--- src/rtl/sk6812_strip_ctrl.sv ---
`default_nettype none
// ============================================================================
// sk6812_strip_ctrl : register-mapped pixel buffer that streams frames into an
// sk6812rgbw driver. Optional SK6812_STRIP_BRIGHTNESS_EN adds BRIGHT. Rev 1.0
// ============================================================================
module sk6812_strip_ctrl #(
   parameter int NUM_PIXELS = 16
) (
   input  logic        i_clk,
   input  logic        i_reset_n,
   input  logic        i_cs,
   input  logic        i_we,
   input  logic [2:0]  i_addr,
   input  logic [7:0]  i_wdata,
   output logic [7:0]  o_rdata,
   output logic        o_irq,
   output logic        o_led_strb,
   output logic [31:0] o_led_color,
   output logic        o_reset_strb,
   input  logic        i_drv_busy
);
   localparam int         IW       = (NUM_PIXELS > 1) ? $clog2(NUM_PIXELS) : 1;
   localparam logic [7:0] NPIX     = 8'(NUM_PIXELS);
   localparam logic [7:0] LAST_IDX = 8'(NUM_PIXELS - 1);

   localparam logic [2:0] A_INDEX  = 3'd0;
   localparam logic [2:0] A_COLOR0 = 3'd1;
   localparam logic [2:0] A_COLOR1 = 3'd2;
   localparam logic [2:0] A_COLOR2 = 3'd3;
   localparam logic [2:0] A_COLOR3 = 3'd4;
   localparam logic [2:0] A_CTRL   = 3'd5;
   localparam logic [2:0] A_LENGTH = 3'd6;
   localparam logic [2:0] A_BRIGHT = 3'd7;

   typedef enum logic [2:0] {
      IDLE       = 3'd0,
      LOAD       = 3'd1,
      STROBE     = 3'd2,
      ACK        = 3'd3,
      DRAIN      = 3'd4,
      LATCH      = 3'd5,
      LATCH_ACK  = 3'd6,
      LATCH_WAIT = 3'd7
   } state_t;

   state_t      state;
   state_t      state_nxt;
   logic [7:0]  index;
   logic [7:0]  length;
   logic [7:0]  pix;
   logic [7:0]  stage0;
   logic [7:0]  stage1;
   logic [7:0]  stage2;
   logic [7:0]  stage3;
   logic [31:0] pix_buf [NUM_PIXELS];
   logic        pending;
   logic [7:0]  bright;
   logic [31:0] raw_word;
   logic [31:0] load_word;

   logic wr;
   logic ctrl_wr;
   logic show_wr;
   logic abort_wr;
   logic irqclr_wr;
   logic active;
   logic in_frame;
   logic last_pix;

   logic strb_nxt;
   logic rst_strb_nxt;
   logic load_en;
   logic pix_clr;
   logic pix_inc;
   logic irq_set;
   logic pend_clr;

   assign wr        = i_cs & i_we;
   assign ctrl_wr   = wr & (i_addr == A_CTRL);
   assign show_wr   = ctrl_wr & i_wdata[0];
   assign abort_wr  = ctrl_wr & i_wdata[1];
   assign irqclr_wr = ctrl_wr & i_wdata[2];
   assign active    = (state != IDLE);
   assign in_frame  = (state == LOAD) || (state == STROBE) ||
                      (state == ACK)  || (state == DRAIN);
   // Inequality rather than equality so a LENGTH shrink below p+1 still ends the frame.
   assign last_pix  = (({1'b0, pix} + 9'd1) >= {1'b0, length});
   assign raw_word  = pix_buf[pix[IW-1:0]];

   // ------------------------------------------------------------------------
   // Register file and pixel buffer
   // ------------------------------------------------------------------------
   always_ff @(posedge i_clk or negedge i_reset_n) begin
      if (!i_reset_n) begin
         index  <= 8'd0;
         length <= NPIX;
         stage0 <= 8'd0;
         stage1 <= 8'd0;
         stage2 <= 8'd0;
         stage3 <= 8'd0;
         for (int i = 0; i < NUM_PIXELS; i++) begin
            pix_buf[i] <= 32'd0;
         end
      end else if (wr) begin
         case (i_addr)
            A_INDEX: begin
               if (i_wdata < NPIX) begin
                  index <= i_wdata;
               end
            end
            A_COLOR0: stage0 <= i_wdata;
            A_COLOR1: stage1 <= i_wdata;
            A_COLOR2: stage2 <= i_wdata;
            A_COLOR3: begin
               stage3                 <= i_wdata;
               pix_buf[index[IW-1:0]] <= {stage0, stage1, stage2, i_wdata};
               index                  <= (index == LAST_IDX) ? 8'd0 : index + 8'd1;
            end
            A_LENGTH: begin
               if ((i_wdata != 8'd0) && (i_wdata <= NPIX)) begin
                  length <= i_wdata;
               end
            end
            default: ;
         endcase
      end
   end

`ifdef SK6812_STRIP_BRIGHTNESS_EN
   function automatic logic [7:0] scale8(input logic [7:0] c, input logic [7:0] b);
      logic [15:0] prod;
      prod = {8'd0, c} * ({8'd0, b} + 16'd1);
      return 8'(prod >> 8);
   endfunction

   always_ff @(posedge i_clk or negedge i_reset_n) begin
      if (!i_reset_n) begin
         bright <= 8'hFF;
      end else if (wr && (i_addr == A_BRIGHT)) begin
         bright <= i_wdata;
      end
   end

   assign load_word = {scale8(raw_word[31:24], bright), scale8(raw_word[23:16], bright),
                       scale8(raw_word[15:8],  bright), scale8(raw_word[7:0],   bright)};
`else
   assign bright    = 8'hFF;
   assign load_word = raw_word;
`endif

   always_comb begin
      o_rdata = 8'h00;
      case (i_addr)
         A_INDEX:  o_rdata = index;
         A_COLOR0: o_rdata = stage0;
         A_COLOR1: o_rdata = stage1;
         A_COLOR2: o_rdata = stage2;
         A_COLOR3: o_rdata = stage3;
         A_CTRL:   o_rdata = {5'b0, pending, o_irq, active};
         A_LENGTH: o_rdata = length;
         A_BRIGHT: o_rdata = bright;
         default:  o_rdata = 8'h00;
      endcase
   end

   // ------------------------------------------------------------------------
   // Frame sequencer
   // ------------------------------------------------------------------------
   always_ff @(posedge i_clk or negedge i_reset_n) begin
      if (!i_reset_n) begin
         state        <= IDLE;
         pix          <= 8'd0;
         pending      <= 1'b0;
         o_irq        <= 1'b0;
         o_led_strb   <= 1'b0;
         o_reset_strb <= 1'b0;
         o_led_color  <= 32'd0;
      end else begin
         state        <= state_nxt;
         o_led_strb   <= strb_nxt;
         o_reset_strb <= rst_strb_nxt;
         if (load_en) begin
            o_led_color <= load_word;
         end
         if (pix_clr) begin
            pix <= 8'd0;
         end else if (pix_inc) begin
            pix <= pix + 8'd1;
         end
         if (irq_set) begin
            o_irq <= 1'b1;
         end else if (irqclr_wr) begin
            o_irq <= 1'b0;
         end
         if (abort_wr && active) begin
            pending <= 1'b0;
         end else if (pend_clr) begin
            pending <= 1'b0;
         end else if (show_wr && active) begin
            pending <= 1'b1;
         end
      end
   end

   // Strobes are registered, so each one is requested the cycle before it
   // appears; busy only rises in response to our own strobes, so a low busy
   // seen now is still low when the pulse is on the wire.
   always_comb begin
      state_nxt    = state;
      strb_nxt     = 1'b0;
      rst_strb_nxt = 1'b0;
      load_en      = 1'b0;
      pix_clr      = 1'b0;
      pix_inc      = 1'b0;
      irq_set      = 1'b0;
      pend_clr     = 1'b0;

      case (state)
         IDLE: begin
            if (show_wr && !abort_wr) begin
               state_nxt = LOAD;
               pix_clr   = 1'b1;
            end
         end
         LOAD: begin
            load_en   = 1'b1;
            state_nxt = STROBE;
            strb_nxt  = !i_drv_busy;
         end
         STROBE: begin
            if (o_led_strb) begin
               state_nxt = ACK;
            end else begin
               strb_nxt = !i_drv_busy;
            end
         end
         ACK: state_nxt = DRAIN;
         DRAIN: begin
            if (!i_drv_busy) begin
               if (last_pix) begin
                  state_nxt    = LATCH;
                  rst_strb_nxt = 1'b1;
               end else begin
                  state_nxt = LOAD;
                  pix_inc   = 1'b1;
               end
            end
         end
         LATCH: begin
            if (o_reset_strb) begin
               state_nxt = LATCH_ACK;
            end else begin
               rst_strb_nxt = !i_drv_busy && !o_led_strb;
            end
         end
         LATCH_ACK: state_nxt = LATCH_WAIT;
         LATCH_WAIT: begin
            if (!i_drv_busy) begin
               irq_set = 1'b1;
               if (!abort_wr && (pending || show_wr)) begin
                  state_nxt = LOAD;
                  pix_clr   = 1'b1;
                  pend_clr  = 1'b1;
               end else begin
                  state_nxt = IDLE;
               end
            end
         end
         default: state_nxt = IDLE;
      endcase

      // A pixel strobe already on the wire makes the driver busy next cycle,
      // so the latch must not be requested in the same cycle as that strobe.
      if (abort_wr && in_frame) begin
         state_nxt    = LATCH;
         strb_nxt     = 1'b0;
         load_en      = 1'b0;
         pix_clr      = 1'b0;
         pix_inc      = 1'b0;
         rst_strb_nxt = !i_drv_busy && !o_led_strb;
      end
   end

endmodule
`default_nettype wire

--- config.mk ---
export PLATFORM = sky130hd
export DESIGN_NAME = sk6812_strip_ctrl
export DESIGN_NICKNAME = d
export VERILOG_FILES = /design/src/rtl/sk6812_strip_ctrl.sv
export SDC_FILE = /design/constraint.sdc
export NUM_CORES = 1
export LEC_CHECK = 0
export ABC_CLOCK_PERIOD_IN_PS = 2900
export CAP_MARGIN = 15
export CORE_ASPECT_RATIO = 0.6
export CORE_MARGIN = 4
export CORE_UTILIZATION = 45
export CTS_BUF_LIST = sky130_fd_sc_hd__clkbuf_4
export DETAILED_ROUTE_END_ITERATION = 6
export PLACE_DENSITY = 0.6
export REMOVE_ABC_BUFFERS = 1
export SLEW_MARGIN = 15
export SYNTH_ARGS = -nofsm -noshare
export SYNTH_HDL_FRONTEND = slang
export SYNTH_SLANG_ARGS = --single-unit
--- constraint.sdc ---
create_clock -name i_clk -period 2.9 [get_ports i_clk]
set_clock_uncertainty 0.1 [all_clocks]
set_input_delay 0.58 -clock i_clk [delete_from_list [all_inputs] [get_ports i_clk]]
set_output_delay 0.58 -clock i_clk [all_outputs]
set_load 0.01 [all_outputs]
==> results of run 1 <==
metal layers:
metal,routed length (µm),part of all wire,vias up
met1,35000,0.48,9063
met5,0,0,-
met2,32000,0.44,455
met3,4870,0.067,103
met4,1220,0.017,0
li1,-,-,7264
cells by family after synthesis:
| kind of cell | synth area share |
|---|---|
| XOR/XNOR | 0.00157 |
| adder cells (fa/ha/maj) | 0.00765 |
| AO/OA/AOI/OAI | 0.0294 |
| flip-flops | 0.546 |
| buffers and inverters | 0.0291 |
| AND/OR/NAND/NOR | 0.0261 |
| multiplexers | 0.360 |
where the power goes:
part           leakage (nW)  switching, mW  internal [mW]
Sequential             8.31          0.433           9.14
Combinational          6.17           3.04           2.69
Clock                  1.11           3.46           3.85
Total                  15.6           6.93           15.7
stage by stage:
stage,TNS [ps],instances,power (mW)
detailed placement,-59710,2688,15.3
CTS,-781,2936,22.9
global route,-835,2944,23.9
finish,-142,2944,22.6
floorplan,-194280,1645,13.0
global placement,-56110,2688,15.2
layout by cell type (no fill, tap or decap), types with 4 or more instances in the layout:
cell,count
nor4_1,6
inv_2,6
bufinv_16,6
a211oi_1,4
buf_4,129
nand3_1,11
nand2_1,41
a21oi_1,23
o21ai_1,5
ha_1,15
a221o_1,5
mux4_2,160
inv_1,14
a21oi_2,5
nand3_2,7
mux2_2,553
o21ai_2,4
clkbuf_4,211
buf_6,4
clkinv_1,25
a31oi_1,5
buf_2,4
a21o_1,4
dfrtp_1,602
nor2_1,28
nor3_1,8
a22o_1,4
buf_12,35
mux2_1,15
clkdlybuf4s50_1,46
o21ai_0,32
nor2b_1,4
worst max path at each step:
stage                   start         end  slack, ps  cells after the start
finish               state[1]  o_rdata[0]       -140                      7
global route         state[1]  o_rdata[0]       -340                      7
CTS                  state[1]  o_rdata[0]       -200                      7
detailed placement  i_addr[2]  o_rdata[6]       -780                      8
global placement    i_addr[2]  o_rdata[6]       -800                      8
floorplan              pix[0]      pix[2]      -4750                     11
sequential cells by signal (all words and copies together) (netlist names), 3 cells and up:
register     count
state            3
length           8
stage2           8
pix_buf        512
stage3           8
pix              8
o_led_color     32
stage0           8
stage1           8
index            8
cells in the mapped netlist (4+ instances only):
cell      number  share of area
a22o_1         4         0.0013
a21oi_1       29         0.0052
nor2_1        31         0.0042
mux4_2       160           0.13
a31oi_1        6         0.0013
and3_1         4        0.00090
nor4_1         6         0.0013
nand3_1       15         0.0027
nand2_1       44         0.0059
ha_1          17         0.0076
inv_1         16         0.0022
a221o_1        5         0.0018
mux2_1        15         0.0061
nor3_1         8         0.0014
a211oi_1       6         0.0016
buf_6         13         0.0053
nor2b_1        5         0.0011
buf_1         12         0.0016
o21ai_0       41         0.0074
a21o_1         4         0.0011
buf_4          4         0.0011
clkbuf_1      72         0.0097
mux2_2       553           0.22
buf_2         50         0.0090
dfrtp_1      606           0.55
o21a_1         6         0.0016
worst max-delay path, cell delays in order, from the launching register on:
cell and delay, ps:
dfrtp_1 380, inv_2 70, ha_4 160, nor2b_4 130, a211oi_2 230, a21oi_2 60
o221ai_2 250, buf_2 190
cell type report:
cell class,count,area share
diodes,2,0.000154
clock buffers,211,0.0488
clock inverters,34,0.00882
inverters,18,0.00208
multi-input cells,1020,0.370
flip-flops and latches,607,0.468
well taps,828,0.0319
repair buffers,224,0.0700
what timing repair did:
action,in CTS,in global routing
gates cloned,0,1
hold buffers,1,0
resized for setup,63,26
buffers inserted,5,6
hold endpoints to repair,340,0
endpoints found under the setup margin,16,18
pin swaps,15,11
==> flow_summary.yaml, run 1 <==
routing:
  remaining_drc_errors: 0
  ant_nets: 0
  drt_pre_antenna_iters: 5
  wire_per_inst_um: 24.8
  first_iter_violations: 1295
  route.vias.total: 16900
  routed_wl_mm: 73.2
  vias_per_cell: 5.74
worst_setup_path:
  critPathKind: "reg2out"
  reg2reg_from: "pix[0]"
  r2r_end: "o_led_color[21]"
  cp-start-kind: "flop"
  reg2reg_depth: 6
  r2r_slack_ps: 100
  end_kind: "output port"
  worst-path-max-fanout: 2
  arrival_ps: 2360
  cp.required_ps: 2220
run_status:
  outcome: "complete, but fails checks"
  violations: "negative setup slack"
yosys:
  synth_edf_count: 0
  synthFlopType: "dfrtp_1"
  synth_cell_type_count: 65
  ys_seq_elements: 607
  yosys_warnings: 0
  ys_seq_area_frac: 0.546
  syn_area_um2: 27800
  async_flop_share: 1.00
  postSynthAreaPerCell_um2: 15.5
  synth_cells: 1796
clock_tree:
  cts_root_buf: "clkbuf_4"
  clk_pin_slew_ps: 70
  htreeDepth: 4
  cts_tree: "yes"
  clk-insertion-delay-late_ps: 890
  clk_path_buf_depth: 3
  cts_buffers: 149
  clock_sinks: 607
floorplanning:
  die_x_um: 329
  core_region_area_um2: 61000
  die-area_um2: 66000
  die_h_um: 201
  io_pins: 59
  rows: 70
  initial_core_util: 0.456
hold_path:
  hold_path.class: "in2async"
finish:
  fin_util: 0.532
  nFillCells: 5084
  synthToLayoutAreaGrowth_pct: 16.8
  nets: 2053
  multiInputGateArea_um2: 12000
  regArea_um2: 15200
  drive_gt1_frac: 0.552
  fin_area_um2: 32500
pwr:
  power_density_nw_per_um2: 696
  max-vdd-ir-drop_mv: 0.643
  p_leak_nw: 15.6
timing:
  finalSetupViolCount: 1
  slew-limit-headroom: 0.489
  worst_pin_slew_ps: 766
  fin_ws_ps: -142
  clock.fmax_ghz: 0.329
  rsz0062_at_grt: "true"
  hold_slack_ps: 187
  report.final.slew_viol_count: 0
  fin_crit_ps: 3040
  hold_violations: 0
  period_share: 1.05
place:
  dp_slack_ps: -781
  placed_area_um2: 30400
  io_buffers: 58
  routabilityCongestion: 0.900
  dp_hpwl_mm: 44.7
grt:
  met2_usage: 0.320
  grt_max_degree: 103
  grt_pass1_wl_mm: 112
  grtUsageMet3: 0.0643
  antenna_found_initial: 3
  grt_pass1_vias: 17900
  grt_usage: 0.226
  busiest_layer: "met1"
  met1_usage: 0.343
  overflow: 0
run:
  cap_violations: 0
Note: power is estimated with default switching activity, not from simulation.
==> run 2: changes to the inputs <==
CORE_UTILIZATION = 48   (was 45)
PLACE_DENSITY = 0.64   (was 0.6)
==> run 2 against run 1 <==
  * The run still ends with negative setup slack left
  * Fmax grew 2.0%
  * Final cell count shrank 1.9%
  * Worst setup slack gained 61 ps
  * Utilization grew 3.2 points
  * Critical path depth grew 1
==> flow_summary.yaml, run 2 (same netlist as run 1, synthesis figures left out) <==
run_status:
  outcome: "complete, but fails checks"
  violations: "negative setup slack"
worst_setup_path:
  reg2reg_depth: 13
  cp-start-kind: "flop"
  cp_slowest_cell: "dfrtp_1"
  cp.required_ps: 2220
  cp.depth: 8
  crit_start: "state[1]"
  end_kind: "output port"
  worst-path-max-fanout: 2
  path_delay_family: "compound AO/OA/AOI/OAI gates"
  cp_common_cell: "buf_6"
  reg2reg_from: "pix[1]"
  path_buf_inv: 3
  path_cells: "inv_2 -> ha_4 -> nor2b_4 -> a211oi_2 -> a21oi_2 -> o221ai_2 -> buf_6 -> buf_6"
  critPathKind: "reg2out"
  arrival_ps: 2300
  cp_slowest_stage_delay_ps: 370
timing:
  period_share: 1.03
  report.final.slew_viol_count: 0
  fin_crit_ps: 2980
  finalSetupViolCount: 1
  rsz0062_at_grt: "true"
  fin_ws_ps: -81.5
  clock.fmax_ghz: 0.335
  slew-limit-headroom: 0.399
  worst_pin_slew_ps: 902
  hold_violations: 0
grt:
  grt_max_degree: 87
  grt_pass1_vias: 17800
  grt_pass1_wl_mm: 110
  overflow: 0
  grt_usage: 0.233
  antenna_found_initial: 1
finish:
  largest_reg_flops: 512
  top_register: "pix_buf"
  nets: 2059
  mostFrequentLayoutCell: "dfrtp_1"
  fin_util: 0.564
  fin_cells: 2889
  drive_gt1_frac: 0.552
  synthToLayoutAreaGrowth_pct: 16.4
  multiInputGateArea_um2: 12000
  layout_common_cells: "dfrtp_1 (601), mux2_2 (553), clkbuf_4 (201)"
  regArea_um2: 15200
  top_regs: "pix_buf (512), o_led_color (32)"
  nFillCells: 4625
floorplanning:
  io_pins: 59
  die-area_um2: 62000
  core_region_area_um2: 57400
  die_x_um: 319
  die_h_um: 194
  initial_core_util: 0.484
  rows: 68
clock_tree:
  cts_root_buf: "clkbuf_4"
  clk-insertion-delay-late_ps: 880
  clk_path_buf_depth: 3
  htreeDepth: 4
  cts_tree: "yes"
  cts_buffers: 145
  clk_pin_slew_ps: 70
  clock_sinks: 607
place:
  io_buffers: 58
  dp_hpwl_mm: 43.4
  numPlacedInstances: 2635
  dp_slack_ps: -724
  routabilityCongestion: 0.917
routing:
  routed_wl_mm: 71.2
  vias_per_cell: 5.78
  route.vias.total: 16700
  wire_per_inst_um: 24.6
  drt_pre_antenna_iters: 5
  ant_nets: 0
  first_iter_violations: 956
  remaining_drc_errors: 0
hold_path:
  hold_path.class: "in2async"
run:
  cap_violations: 0
pwr:
  power_density_nw_per_um2: 690
  max-vdd-ir-drop_mv: 0.557
  p_leak_nw: 15.6
==> run 2: metrics by stage <==
step | total power [mW] | TNS, ps | area, µm² | hold WS (ps)
4_1_cts | 22.5 | -275 | 32200 | 48.4
3_5_place_dp | 15.3 | -53350 | 30300 | 370
5_1_grt | 23.5 | -301 | 32400 | 85.0
3_3_place_gp | 15.1 | -49780 | 30300 | 359
6_report | 22.3 | -81.5 | 32400 | 117
2_1_floorplan | 13.0 | -194280 | 27100 | 184
==> run 2: layout make-up <==
cell class / count / share of cell area
well taps: 770 / 0.0297
flip-flops and latches: 607 / 0.469
diodes: 2 / 0.000154
inverters: 18 / 0.00209
clock buffers: 201 / 0.0466
clock inverters: 37 / 0.00919
repair buffers: 234 / 0.0721
multi-input cells: 1020 / 0.371
==> run 2: final timing paths <==
kind	end	slack, ps
worst max-delay path	o_rdata[0]	-80
max in group asynchronous	pix[0]	1690
worst min-delay path	pix_buf[502]	120
worst min register to register	pix_buf[449]	380
worst max register to register	pix[0]	40
min in group i_clk	o_reset_strb	300
==> run 2: report_power, final <==
group          switching (mW)  leakage [nW]  total [mW]  internal [mW]
logic                    2.98          6.21        5.69           2.71
clock network            3.41          1.05        7.04           3.63
registers               0.463          8.31        9.61           9.14
total                    6.85          15.6        22.3           15.5
==> run 2: timing repair <==
item                                   CTS  global route
resized for setup                       56            27
hold buffers                             1             0
setup endpoints to repair               14            16
pin swaps                                8             6
endpoints found under the hold margin  502             0
setup buffers                           13             0
gates cloned                             0             1
==> run 2: layer usage <==
| metal | GRT usage | wire [µm] | vias up |
|---|---|---|---|
| met5 | 0 | 0 | - |
| met4 | 0.0615 | 1200 | 0 |
| met3 | 0.0462 | 3550 | 87 |
| met2 | 0.352 | 32700 | 392 |
| met1 | 0.349 | 33800 | 8936 |
| li1 | - | - | 7295 |
==> run 3: changes to the inputs <==
GPL_TIMING_DRIVEN = 1   (was not set)
==> results of run 3 <==
Final layout, timing and power as in run 2 (identical DEF).
